<file path="src/rtl/div_unit.sv">
// Iterative radix-2 restoring divider for DIV/DIVU; result is {remainder, quotient}.
// Optional macro DIV_ZERO_FLAG_EN adds a div_zero_o output flagging divide-by-zero results.
module div_unit #(
  parameter int DATA_W = 32,
  parameter int CNT_W  = 6
) (
  input  logic                clk,
  input  logic                rst,
  input  logic                signed_div_i,
  input  logic [DATA_W-1:0]   opdata1_i,
  input  logic [DATA_W-1:0]   opdata2_i,
  input  logic                start_i,
  input  logic                annul_i,
  output logic [2*DATA_W-1:0] result_o,
  output logic                ready_o
`ifdef DIV_ZERO_FLAG_EN
  ,
  output logic                div_zero_o
`endif
);

  localparam logic [1:0] FREE    = 2'b00;
  localparam logic [1:0] BY_ZERO = 2'b01;
  localparam logic [1:0] ON      = 2'b10;
  localparam logic [1:0] END     = 2'b11;

  localparam logic [CNT_W-1:0]  LAST_STEP = CNT_W'(DATA_W);
  localparam logic [CNT_W-1:0]  ZERO_HOLD = CNT_W'(1);
  localparam logic [CNT_W-1:0]  CNT_ONE   = CNT_W'(1);
  localparam logic [DATA_W-1:0] ONE       = DATA_W'(1);

  logic [1:0]        state;
  logic [CNT_W-1:0]  count;
  logic [DATA_W-1:0] rem_q;
  logic [DATA_W-1:0] dvd_q;
  logic [DATA_W-1:0] dsr_q;
  logic              neg_quot;
  logic              neg_rem;

  logic [DATA_W:0]   trial;
  logic [DATA_W-1:0] mag1;
  logic [DATA_W-1:0] mag2;
  logic [DATA_W-1:0] quot_fix;
  logic [DATA_W-1:0] rem_fix;
  logic              start_ok;
  logic              divisor_zero;

  // dvd_q shifts the dividend out at the top while quotient bits enter at the bottom.
  assign trial        = {rem_q, dvd_q[DATA_W-1]} - {1'b0, dsr_q};
  assign mag1         = (signed_div_i && opdata1_i[DATA_W-1]) ? (~opdata1_i + ONE) : opdata1_i;
  assign mag2         = (signed_div_i && opdata2_i[DATA_W-1]) ? (~opdata2_i + ONE) : opdata2_i;
  assign quot_fix     = neg_quot ? (~dvd_q + ONE) : dvd_q;
  assign rem_fix      = neg_rem  ? (~rem_q + ONE) : rem_q;
  assign start_ok     = start_i && !annul_i;
  assign divisor_zero = (opdata2_i == '0);

  always_ff @(posedge clk) begin
    if (rst) begin
      state    <= FREE;
      count    <= '0;
      rem_q    <= '0;
      dvd_q    <= '0;
      dsr_q    <= '0;
      neg_quot <= 1'b0;
      neg_rem  <= 1'b0;
      ready_o  <= 1'b0;
      result_o <= '0;
    end else begin
      case (state)
        FREE: begin
          ready_o  <= 1'b0;
          result_o <= '0;
          if (start_ok) begin
            dvd_q    <= mag1;
            dsr_q    <= mag2;
            rem_q    <= '0;
            neg_quot <= signed_div_i && (opdata1_i[DATA_W-1] ^ opdata2_i[DATA_W-1]);
            neg_rem  <= signed_div_i && opdata1_i[DATA_W-1];
            count    <= '0;
            state    <= divisor_zero ? BY_ZERO : ON;
          end
        end

        // The zero short path dwells two cycles so the result lands two edges after acceptance.
        BY_ZERO: begin
          if (annul_i) begin
            state <= FREE;
            count <= '0;
          end else if (count == ZERO_HOLD) begin
            state    <= END;
            count    <= '0;
            ready_o  <= 1'b1;
            result_o <= '0;
          end else begin
            count <= count + CNT_ONE;
          end
        end

        ON: begin
          if (annul_i) begin
            state    <= FREE;
            count    <= '0;
            ready_o  <= 1'b0;
            result_o <= '0;
          end else if (count == LAST_STEP) begin
            state    <= END;
            count    <= '0;
            ready_o  <= 1'b1;
            result_o <= {rem_fix, quot_fix};
          end else begin
            count <= count + CNT_ONE;
            if (!trial[DATA_W]) begin
              rem_q <= trial[DATA_W-1:0];
              dvd_q <= {dvd_q[DATA_W-2:0], 1'b1};
            end else begin
              rem_q <= {rem_q[DATA_W-2:0], dvd_q[DATA_W-1]};
              dvd_q <= {dvd_q[DATA_W-2:0], 1'b0};
            end
          end
        end

        END: begin
          if (!start_i) begin
            state    <= FREE;
            ready_o  <= 1'b0;
            result_o <= '0;
          end
        end
      endcase
    end
  end

`ifdef DIV_ZERO_FLAG_EN
  // Set only when the result came from the zero short path; dropped when END releases.
  always_ff @(posedge clk) begin
    if (rst) begin
      div_zero_o <= 1'b0;
    end else if (state == BY_ZERO && !annul_i && count == ZERO_HOLD) begin
      div_zero_o <= 1'b1;
    end else if (state == END && !start_i) begin
      div_zero_o <= 1'b0;
    end
  end
`endif

endmodule

</file>
<file path="config.mk">
export PLATFORM = sky130hd
export DESIGN_NAME = div_unit
export DESIGN_NICKNAME = d
export VERILOG_FILES = /design/src/rtl/div_unit.sv
export SDC_FILE = /design/constraint.sdc
export NUM_CORES = 1
export LEC_CHECK = 0
export CAP_MARGIN = 20
export CORE_MARGIN = 5
export CORE_UTILIZATION = 40
export CTS_CLUSTER_DIAMETER = 60
export DETAILED_ROUTE_END_ITERATION = 12
export SKIP_CTS_REPAIR_TIMING = 1
export SLEW_MARGIN = 10
export SYNTH_ARGS = -nofsm -noshare
export SYNTH_HDL_FRONTEND = slang
export SYNTH_SLANG_ARGS = --single-unit
</file>
<file path="constraint.sdc">
create_clock -name clk -period 3.8 [get_ports clk]
set_clock_uncertainty 0.15 [all_clocks]
set_input_delay 1.14 -clock clk [delete_from_list [all_inputs] [get_ports clk]]
set_output_delay 1.14 -clock clk [all_outputs]
set_load 0.05 [all_outputs]
</file>
==> impl_metrics.toml <==
[power_and_ir_drop]
switchingPower_uw = 3040
p_int_uw = 4210
irDropWorstVdd_uv = 400
clockPowerShare_pct = 25.3
p_comb_share_pct = 43.2
p_per_area_mw_per_mm2 = 532
power_leakage_uw = 0.00513
switching_share_pct = 42.0
seq_power_share_pct = 31.4
total_power_uw = 7250

[clock_tree]
clock-sinks = 171
cts_inserted_buffers = 17
insertion_delay_ns = 0.43
clk_pin_slew_ns = 0.07
cts_root_buf = "clkbuf_16"
cts_tree = "built"
clockBufferDepth = 2
htree_levels = 4

[floorplanning]
die_height_um = 175
die_w_um = 175
core_sq_mm = 0.0268
num_rows = 60
initial_core_util_pct = 40.4
boundaryPins = 134
die-area_sq_mm = 0.0305

[worst_setup_path]
crit_family = "simple AND/OR/NAND/NOR gates"
crit_slowest_cell = "or4_4"
worstSetupPathType = "in2reg"
worst_ep_required_time_ns = 4.02
cp_cell_sequence = "clkdlybuf4s50_1 > or4_4 > or4_4 > and4bb_2 > nand2_1 > o41ai_1 > xor2_1 > o21ai_0 > nand2_1 > a21oi_1"
cp.arrival_ns = 3.85
r2r_start = "dvd_q[4]$_SDFFE_PP0P_"
r2r_slack_ns = 0.32
critPathMaxFanout = 3
crit_end = "dvd_q[29]$_SDFFE_PP0P_"
startpoint_type = "primary input"
end_kind = "register"
slowest_delay_ns = 0.57
crit_cells = 10
reg2regPathDepth = 9
r2r-end = "result_o[29]$_SDFFE_PP0P_"
cp_num_buf_inv = 1
crit_start = "opdata1_i[8]"

[route]
wl_per_cell_um = 16.6
drc_errors = 0
vias = 10621
viasPerCell = 5.48
drt-pass1-iter-count = 5
initialDrtViolationCount = 798
postRouteAntennaNets = 0
totalWireLength_mm = 32.3

[yosys]
yosys.cell_count.top_type = "nand2_1"
synth_xor_area_share_pct = 11.7
synth-edff-count = 0
ys_seq_elements = 171
yosysTopAreaCell = "dfxtp_1"
synth_cell_type_count = 60
synth_common_cells = "nand2_1 (205), dfxtp_1 (171), nor2_1 (137)"
synthMuxAreaShare_pct = 0.462
syn_inst = 1440
synth_compound_area_share_pct = 24.2
syn_area_sq_mm = 0.0108
avgSynthCellArea_sq_um = 7.53
yosys_most_used_dff = "dfxtp_1"
synthArstFlopShare_pct = 0
yosysWarnings = 0
seq_area_frac_synth_pct = 31.6
synth_nets = 1553
yosys.area.top_type_share_pct = 31.6
synthAdderAreaFrac_pct = 5.15
synthTopCellsByArea = "dfxtp_1 (32%), nand2_1 (7.1%), xnor2_1 (6.2%)"
synth_top_family_by_area = "compound AO/OA/AOI/OAI gates"
yosys.area_share.simple_pct = 21.9

[final_layout]
multiInputGateArea_sq_mm = 0.00694
fin_util_pct = 50.9
antenna_cells = 0
design_area_sq_mm = 0.0136
synthToLayoutAreaGrowth_pct = 25.8
fillerInstances = 2614
drive_gt1_share_pct = 8.64
layout.nets = 1698
seq_area_sq_mm = 0.00342

[global_route]
grt_overflow = 0
antenna_found_initial = 0
grt_pass1_wl_mm = 52.5
grt.total_usage_pct = 20.8
grt_pass1_vias = 9843
grt_max_degree = 85

[timing]
rsz0062_at_grt = "no"
hold_ws_ns = 0.303
setup-violations-final = 0
slew_violations = 0
relSlewSlack_pct = 52.8
worst_slack_ns = 0.166
fin_crit_sh_pct = 95.6
hold_viol = 0
tightest_slew_ns = 0.708
min_period_ns = 3.63
fmax_mhz = 275

[run]
drv_cap = 0

[placement]
dp_hpwl_mm = 24.7
place_ws_ns = -0.305
postPlaceCellArea_sq_mm = 0.0130
place.gp.congestion = 0.923
portBuffers = 133

[worst_hold_path]
hp-class = "reg2reg"
min_path_cells = 2

[outcome]
status = "finished clean"
==> power by group through the flow <==
stage	Combinational, uW	Clock [uW]	Sequential [uW]
2_1_floorplan	2150	0	2290
3_3_place_gp	3100	0	2320
3_5_place_dp	3120	0	2320
4_1_cts	3130	1880	2280
5_1_grt	3500	1960	2320
6_report	3140	1840	2280
==> cells by family after synthesis <==
logic type	Yosys count
buf+inv	142
compound gates	411
flops	171
simple gates	522
xor+xnor	145
fa+ha+maj	44
mux	5
==> flip-flops by register name (all words and copies together), names as in the netlist <==
| signal | flops |
|---|---|
| result_o | 64 |
| dsr_q | 32 |
| count | 6 |
| neg_quot | 1 |
| ready_o | 1 |
| rem_q | 32 |
| dvd_q | 32 |
| state | 2 |
| neg_rem | 1 |
==> layout make-up <==
class                   count  share of cell area, %
flip-flops and latches    171                   25.1
multi-input cells        1127                   50.9
well taps                 341                   3.13
clock buffers              18                   3.22
repair buffers            213                   14.9
clock inverters            14                   1.25
inverters                  55                   1.51
==> placed cells by master (no fill, tap or decap), types with 5 or more instances in the layout <==
| cell type | Yosys | routed |
|---|---|---|
| a211oi_1 | 26 | 25 |
| a21o_1 | 14 | 14 |
| a21oi_1 | 115 | 114 |
| a22oi_1 | 38 | 38 |
| a311oi_1 | 5 | 5 |
| a31oi_1 | 8 | 8 |
| a32oi_1 | 7 | 7 |
| buf_12 | 0 | 7 |
| buf_4 | 0 | 73 |
| clkbuf_16 | 0 | 17 |
| clkdlybuf4s50_1 | 0 | 132 |
| dfxtp_1 | 171 | 171 |
| ha_1 | 43 | 43 |
| inv_1 | 54 | 54 |
| inv_6 | 0 | 7 |
| mux2i_1 | 5 | 5 |
| nand2_1 | 205 | 204 |
| nand2b_1 | 12 | 12 |
| nand3_1 | 45 | 45 |
| nand4_1 | 11 | 11 |
| nor2_1 | 137 | 133 |
| nor2b_1 | 5 | 5 |
| nor3_1 | 30 | 29 |
| nor4_1 | 11 | 11 |
| o211ai_1 | 11 | 11 |
| o21ai_0 | 99 | 99 |
| o21bai_1 | 6 | 6 |
| o311ai_0 | 20 | 20 |
| o31ai_1 | 29 | 29 |
| o41ai_1 | 8 | 8 |
| or2_2 | 6 | 6 |
| or3_1 | 21 | 21 |
| or4_1 | 20 | 18 |
| or4_4 | 3 | 5 |
| xnor2_1 | 77 | 76 |
| xor2_1 | 68 | 68 |
==> through the flow <==
step / TNS, ns / cells
floorplan: 0 / 1440
global placement: -3.29 / 1906
detailed placement: -4.21 / 1907
finish: 0 / 1939
CTS: 0 / 1939
global route: 0 / 1939
==> worst min-delay path: stages (launching register included) <==
cell and delay, ns:
dfxtp_1 0.31, nand2_1 0.05, o21ai_1 0.05
==> worst min path at each step <==
stage                                         start                        end
after floorplan              dsr_q[21]$_SDFFE_PP0P_     dsr_q[21]$_SDFFE_PP0P_
after global placement    result_o[28]$_SDFFE_PP0P_  result_o[28]$_SDFFE_PP0P_
after detailed placement  result_o[29]$_SDFFE_PP0P_  result_o[29]$_SDFFE_PP0P_
after CTS                    dsr_q[31]$_SDFFE_PP0P_     dsr_q[31]$_SDFFE_PP0P_
after global routing      result_o[32]$_SDFFE_PP0P_  result_o[32]$_SDFFE_PP0P_
final                     result_o[29]$_SDFFE_PP0P_  result_o[29]$_SDFFE_PP0P_
==> routing by layer <==
metal / vias to the layer above / wire [um] / track usage [%]
met1: 4957 / 15500 / 29.1
met5: - / 0 / 0
met3: 23 / 1420 / 3.22
met4: 0 / 388 / 4.39
met2: 229 / 15000 / 34.2
li1: 5412 / - / -
(Power assumes the default switching activity.)
